==> src/rtl/countdown_pkg.sv <==
// Shared definitions for the two-digit countdown controller: state encoding,
// 7-segment patterns and the preset clamp helper.
package countdown_pkg;

    typedef enum logic [1:0] {
        ST_IDLE  = 2'b00,
        ST_RUN   = 2'b01,
        ST_PAUSE = 2'b10,
        ST_DONE  = 2'b11
    } state_t;

    // Active-low segment patterns, bit order {g,f,e,d,c,b,a}
    localparam logic [6:0] SEG_0     = 7'b1000000;
    localparam logic [6:0] SEG_1     = 7'b1111001;
    localparam logic [6:0] SEG_2     = 7'b0100100;
    localparam logic [6:0] SEG_3     = 7'b0110000;
    localparam logic [6:0] SEG_4     = 7'b0011001;
    localparam logic [6:0] SEG_5     = 7'b0010010;
    localparam logic [6:0] SEG_6     = 7'b0000010;
    localparam logic [6:0] SEG_7     = 7'b1111000;
    localparam logic [6:0] SEG_8     = 7'b0000000;
    localparam logic [6:0] SEG_9     = 7'b0010000;
    localparam logic [6:0] SEG_BLANK = 7'b1111111;

    // Switch values above 9 are not valid BCD; treat them as 9
    function automatic logic [3:0] clamp_bcd(input logic [3:0] d);
        return (d > 4'd9) ? 4'd9 : d;
    endfunction

endpackage

==> src/rtl/countdown_ctrl_seg7_decode.sv <==
// BCD digit to active-low 7-segment pattern; non-BCD codes blank the digit.
module seg7_decode
    import countdown_pkg::*;
(
    input  logic [3:0] bcd,
    output logic [6:0] seg
);

    // Pure lookup, no state
    always_comb begin
        seg = SEG_BLANK;
        case (bcd)
            4'd0:    seg = SEG_0;
            4'd1:    seg = SEG_1;
            4'd2:    seg = SEG_2;
            4'd3:    seg = SEG_3;
            4'd4:    seg = SEG_4;
            4'd5:    seg = SEG_5;
            4'd6:    seg = SEG_6;
            4'd7:    seg = SEG_7;
            4'd8:    seg = SEG_8;
            4'd9:    seg = SEG_9;
            default: seg = SEG_BLANK;
        endcase
    end

endmodule

==> src/rtl/countdown_ctrl.sv <==
// Two-digit BCD countdown controller with load/start/pause buttons and a
// per-step prescaler.
//
//   state | meaning
//   ------+-----------------------------------------------------------
//   IDLE  | digits show the preset, waiting for start
//   RUN   | prescaler running, digits step down once per TICK_DIV cycles
//   PAUSE | digits and prescaler frozen, start or pause resumes
//   DONE  | countdown reached 00, start reloads the preset
module countdown_ctrl
    import countdown_pkg::*;
#(
    parameter int TICK_DIV = 50_000_000
) (
    input  logic       clk,
    input  logic       rst,
    input  logic       load,
    input  logic       start,
    input  logic       pause,
    input  logic [3:0] preset_tens,
    input  logic [3:0] preset_ones,
    output logic [3:0] tens,
    output logic [3:0] ones,
    output logic [6:0] seg_tens,
    output logic [6:0] seg_ones,
    output logic       busy,
    output logic       done
);

    localparam int PW = (TICK_DIV > 2) ? $clog2(TICK_DIV) : 1;
    localparam logic [PW-1:0] PRESC_LAST = PW'(TICK_DIV - 1);

    state_t        state, state_nxt;
    logic [3:0]    tens_nxt, ones_nxt;
    logic [7:0]    preset, preset_nxt;
    logic [PW-1:0] presc, presc_nxt;
    logic          load_q, start_q, pause_q;
    logic          ev_load, ev_start, ev_pause;
    logic          tick;
    logic [7:0]    preset_in;
    logic [3:0]    tens_dec, ones_dec;
    logic          dec_zero, digits_zero;

    // One event per cycle: load beats start beats pause
    assign ev_load  = load & ~load_q;
    assign ev_start = start & ~start_q & ~ev_load;
    assign ev_pause = pause & ~pause_q & ~ev_load & ~ev_start;

    assign preset_in   = {clamp_bcd(preset_tens), clamp_bcd(preset_ones)};
    assign tick        = (state == ST_RUN) && (presc == PRESC_LAST);
    assign digits_zero = (tens == 4'd0) && (ones == 4'd0);

    // BCD step down with borrow from tens
    assign ones_dec = (ones == 4'd0) ? 4'd9 : ones - 4'd1;
    assign tens_dec = (ones == 4'd0) ? tens - 4'd1 : tens;
    assign dec_zero = (tens_dec == 4'd0) && (ones_dec == 4'd0);

    // Next-state, digit, preset and prescaler decisions
    always_comb begin
        state_nxt  = state;
        tens_nxt   = tens;
        ones_nxt   = ones;
        preset_nxt = preset;
        presc_nxt  = presc;
        if (ev_load) begin
            preset_nxt = preset_in;
            tens_nxt   = preset_in[7:4];
            ones_nxt   = preset_in[3:0];
            presc_nxt  = '0;
            state_nxt  = ST_IDLE;
        end else begin
            unique case (state)
                ST_IDLE: begin
                    if (ev_start) begin
                        if (digits_zero) begin
                            state_nxt = ST_DONE;
                        end else begin
                            state_nxt = ST_RUN;
                            presc_nxt = '0;
                        end
                    end
                end
                ST_RUN: begin
                    // The prescaler keeps counting on the edge a pause lands,
                    // so the remainder after resume is exactly what was left
                    if (tick) begin
                        presc_nxt = '0;
                        tens_nxt  = tens_dec;
                        ones_nxt  = ones_dec;
                    end else begin
                        presc_nxt = presc + PW'(1);
                    end
                    if (tick && dec_zero) begin
                        state_nxt = ST_DONE;
                    end else if (ev_pause) begin
                        state_nxt = ST_PAUSE;
                    end
                end
                ST_PAUSE: begin
                    if (ev_start || ev_pause) begin
                        state_nxt = ST_RUN;
                    end
                end
                ST_DONE: begin
                    if (ev_start) begin
                        tens_nxt = preset[7:4];
                        ones_nxt = preset[3:0];
                        if (preset != 8'h00) begin
                            state_nxt = ST_RUN;
                            presc_nxt = '0;
                        end
                    end
                end
                default: state_nxt = ST_IDLE;
            endcase
        end
    end

    // State, datapath and button edge registers
    always_ff @(posedge clk) begin
        if (rst) begin
            state   <= ST_IDLE;
            tens    <= 4'd0;
            ones    <= 4'd0;
            preset  <= 8'h00;
            presc   <= '0;
            load_q  <= 1'b0;
            start_q <= 1'b0;
            pause_q <= 1'b0;
        end else begin
            state   <= state_nxt;
            tens    <= tens_nxt;
            ones    <= ones_nxt;
            preset  <= preset_nxt;
            presc   <= presc_nxt;
            load_q  <= load;
            start_q <= start;
            pause_q <= pause;
        end
    end

    assign busy = (state == ST_RUN) || (state == ST_PAUSE);
    assign done = (state == ST_DONE);

    seg7_decode u_seg_tens (.bcd(tens), .seg(seg_tens));
    seg7_decode u_seg_ones (.bcd(ones), .seg(seg_ones));

endmodule

==> config.mk <==
export PLATFORM = sky130hd
export DESIGN_NAME = countdown_ctrl
export DESIGN_NICKNAME = d
export VERILOG_FILES = /design/src/rtl/countdown_pkg.sv /design/src/rtl/countdown_ctrl_seg7_decode.sv /design/src/rtl/countdown_ctrl.sv
export SDC_FILE = /design/constraint.sdc
export NUM_CORES = 1
export LEC_CHECK = 0
export BUFFER_PORTS_ARGS = -buffer_cell sky130_fd_sc_hd__buf_2
export CAP_MARGIN = 30
export CORE_ASPECT_RATIO = 0.6
export CORE_MARGIN = 2
export CORE_UTILIZATION = 53
export CTS_CLUSTER_DIAMETER = 40
export CTS_CLUSTER_SIZE = 40
export DETAILED_ROUTE_END_ITERATION = 7
export GPL_ROUTABILITY_DRIVEN = 1
export PLACE_DENSITY = 0.76
export RECOVER_POWER = 25
export SYNTH_ARGS = -nofsm -noshare
export SYNTH_HDL_FRONTEND = slang
export SYNTH_SLANG_ARGS = --single-unit
==> constraint.sdc <==
create_clock -name clk -period 3 [get_ports clk]
set_clock_uncertainty 0.2 [all_clocks]
set_input_delay 0.6 -clock clk [delete_from_list [all_inputs] [get_ports clk]]
set_output_delay 0.6 -clock clk [all_outputs]
set_load 0.03 [all_outputs]
==> results.cfg <==
[final_layout]
finalNetCount = 463
area_growth_syn_to_layout_pct = 15.6
nFillCells = 535
finalCoreUtilization_pct = 62.8
drive_gt1_share_pct = 16.7
antennaDiodeCount = 0

[logic_synthesis]
ys_ff_latch = 61
netlist_area_sq_um = 3290
synthesis.instances = 383
synth.yosys.seq_area_share_pct = 37.1
yosysUniqueCellTypes = 58
asyncSetResetFlopFracSynth_pct = 0
synth-edff-count = 0
synth-main-ff-cell = sky130_fd_sc_hd__dfxtp_1
synth.avg_cell_area_sq_um = 8.59
synth.net_count = 413
ys.warnings.count = 0

[clock_network]
max-clock-path-buffers = 2
postCtsSetupBuffers = 0
worst_setup_hold_path_clk_slew_ps = 60
cts_htree_levels = 3
postCtsHoldBufs = 0
worst_skew_pair.late_latency_ps = 340
cts_buffers = 9
cts-resized-gates = 0
clkSinkCount = 61
tritoncts_clock_tree = built
clock_tree.root_cell = sky130_fd_sc_hd__clkbuf_8

[setup_path]
worstPathCellList = or3_1 -> o41ai_2 -> a31oi_1 -> buf_4 -> mux2i_1 -> nor2_2 -> ha_1 -> nor3_1 -> a221o_1 -> a31oi_1
critical-path-max-stage-delay_ps = 400
crit_path_end_kind = flip-flop
cp_slowest_cell = sky130_fd_sc_hd__or3_1
critical_path.startpoint_type = flip-flop
setup.worst_path.class = flip-flop to flip-flop
path_common_cell = sky130_fd_sc_hd__a31oi_1
cp_max_fo = 12
timing.critical_path.required_ps = 3010
critical_path_arrival_ps = 2810

[floorplanning]
fp.dieH_microns = 65.0
design.core.area_sq_um = 6060
floorplan.initialDensity_pct = 54.3
design.die.area_sq_um = 6870
placementRows = 22
top_level_ports = 37
dieWidth_microns = 106

[job]
cap_violations = 0

[routing]
wl_per_cell_microns = 15.3
wl_microns = 7980
drt.antenna.violating_nets = 0
detail_route.vias_per_cell = 5.75
first_pass_iters = 5
dr.first_iter.drc_count = 266
detail_route.drc_violations = 0
num_vias = 2997

[sta]
relSlewSlack_pct = 59.4
max_freq_ghz = 0.357
timing.final.max_slew_violations = 0
final_sum_of_negative_setup_slack_ps = 0
post-route-min-period_ps = 2800
rsz0062_at_grt = no
hold_viol = 0
worstMarginPinSlew_ps = 608
post-route-period-util_pct = 93.3
finalSetupViolations = 0

[grt]
first_pass_grt_wire_length_microns = 12900
busiest_layer = met1
gr-usage-all-layers_pct = 24.1
met1_usage_pct = 37.1
grt_antenna_before_repair = 0
grt.met2_usage_pct = 32.4
grt_overflow_total = 0
met3_usage_pct = 7.04
vias_in_the_first_global_route = 2589
grt_start_max_net_pins = 25

[power_and_ir_drop]
p_leak_nw = 1.49
fin_total_pwr_mw = 2.53
power.density_nw_per_um2 = 665
max-vdd-ir-drop_v = 0.000298

[place]
gp_routability_congestion = 0.874
io_buffers = 36
detailed_place_hpwl_microns = 6010

[outcome]
result_of_the_run = finished, final reports clean

[hold_path]
worst_hold_path_type = flip-flop to flip-flop
-- sequential cells by signal, summed over array words and instances (netlist names), 2 cells and up --
register,flops
tens,4
u_seg_ones.seg,7
ones,4
preset,8
state,2
presc,26
u_seg_tens.seg,7
-- power breakdown --
group          internal (mW)  switching [mW]
Sequential             0.908          0.0611
Clock                  0.362           0.304
Combinational          0.313           0.579
Total                   1.58           0.944
-- metrics by stage --
stage          hold WS (ps)  area (sq um)  setup WS (ps)  instances
3_5_place_dp            246          3630            128        506
5_1_grt                 272          3800          0.933        521
6_report                254          3800            201        521
3_3_place_gp            236          3630            195        506
4_1_cts                 254          3800            100        521
2_1_floorplan           231          3290            102        383
-- kinds of logic (layout without fill, tap and decap cells) --
group                      Yosys count  in the layout  synth area share, %
buffers and inverters               33             87                 4.68
adders and majority gates           17             17                 6.47
and+or+nand+nor                    165            165                 26.9
AOI/OAI and AO/OA                   71             71                 14.7
DFF                                 61             61                 37.1
muxes                               11             11                 3.39
xor gates and xnor gates            25             25                 6.66
-- cell type report --
type	count	area [sq um]	share of cell area (%)
clock inverter	1	5.00	0.132
tap	84	105	2.76
clock buffer	14	173	4.54
sequential	61	1220	32.1
timing repair buffer	55	299	7.87
inverter	17	63.8	1.68
multi-input combinational	289	1930	50.9
-- per-layer routing --
layer  wire length [microns]  vias to the layer above
li1                        -                     1446
met1                    4110                     1430
met2                    3190                      112
met3                     644                        9
met4                      40                        0
met5                       0                        -
-- synth_stat cells (all sizes together) (6+ instances only) --
library cell / count / area share, %
inv: 17 / 1.9
nand3: 17 / 2.6
nor2b: 9 / 2.2
a31oi: 6 / 1.1
mux2i: 10 / 3.0
xnor2: 7 / 1.9
clkbuf: 8 / 0.91
nand2: 33 / 3.8
a21oi: 27 / 4.1
ha: 17 / 6.5
dfxtp: 61 / 37
xor2: 18 / 4.8
o21ai: 9 / 1.4
nor3: 14 / 2.5
buf: 8 / 1.8
nand2b: 7 / 1.3
nor2: 49 / 5.6
nand4: 7 / 1.3
-- worst paths after layout --
kind                     startpoint                   endpoint  slack, ps  depth (start not counted)
min reg2reg  preset[7]$_SDFFE_PP0P_     preset[7]$_SDFFE_PP0P_        250                          2
min          preset[7]$_SDFFE_PP0P_     preset[7]$_SDFFE_PP0P_        250                          2
max reg2reg   presc[8]$_SDFFE_PP0P_  u_seg_ones.seg[6]$_DFF_P_        200                         10
max           presc[8]$_SDFFE_PP0P_  u_seg_ones.seg[6]$_DFF_P_        200                         10
-- worst max-delay path: cells and delay by family, from the launching register on --
kind	cells	cell delay (ps)
DFF	1	330
and+or+nand+nor	3	690
muxes	1	260
adders and majority gates	1	250
buffers and inverters	1	210
AOI/OAI and AO/OA	4	710
-- placed cells by master (no fill, tap or decap), types with 2 or more instances in the layout --
cell / n
sky130_fd_sc_hd__a211oi_1: 3
sky130_fd_sc_hd__a21o_1: 2
sky130_fd_sc_hd__a21oi_1: 25
sky130_fd_sc_hd__a21oi_2: 2
sky130_fd_sc_hd__a221o_1: 2
sky130_fd_sc_hd__a22oi_1: 3
sky130_fd_sc_hd__a311oi_1: 2
sky130_fd_sc_hd__a31oi_1: 6
sky130_fd_sc_hd__and2_1: 2
sky130_fd_sc_hd__and3_1: 4
sky130_fd_sc_hd__buf_2: 23
sky130_fd_sc_hd__buf_4: 17
sky130_fd_sc_hd__clkbuf_1: 17
sky130_fd_sc_hd__clkbuf_8: 12
sky130_fd_sc_hd__dfxtp_1: 61
sky130_fd_sc_hd__ha_1: 17
sky130_fd_sc_hd__inv_1: 17
sky130_fd_sc_hd__mux2i_1: 10
sky130_fd_sc_hd__nand2_1: 32
sky130_fd_sc_hd__nand2b_1: 7
sky130_fd_sc_hd__nand3_1: 17
sky130_fd_sc_hd__nand3b_1: 4
sky130_fd_sc_hd__nand4_1: 7
sky130_fd_sc_hd__nand4b_1: 2
sky130_fd_sc_hd__nand4bb_1: 2
sky130_fd_sc_hd__nor2_1: 48
sky130_fd_sc_hd__nor2b_1: 7
sky130_fd_sc_hd__nor2b_4: 2
sky130_fd_sc_hd__nor3_1: 13
sky130_fd_sc_hd__nor4_1: 3
sky130_fd_sc_hd__o21a_1: 3
sky130_fd_sc_hd__o21ai_0: 7
sky130_fd_sc_hd__o21ai_1: 2
sky130_fd_sc_hd__o31ai_1: 2
sky130_fd_sc_hd__or3_1: 4
sky130_fd_sc_hd__xnor2_1: 7
sky130_fd_sc_hd__xor2_1: 18
(Power assumes the default switching activity.)
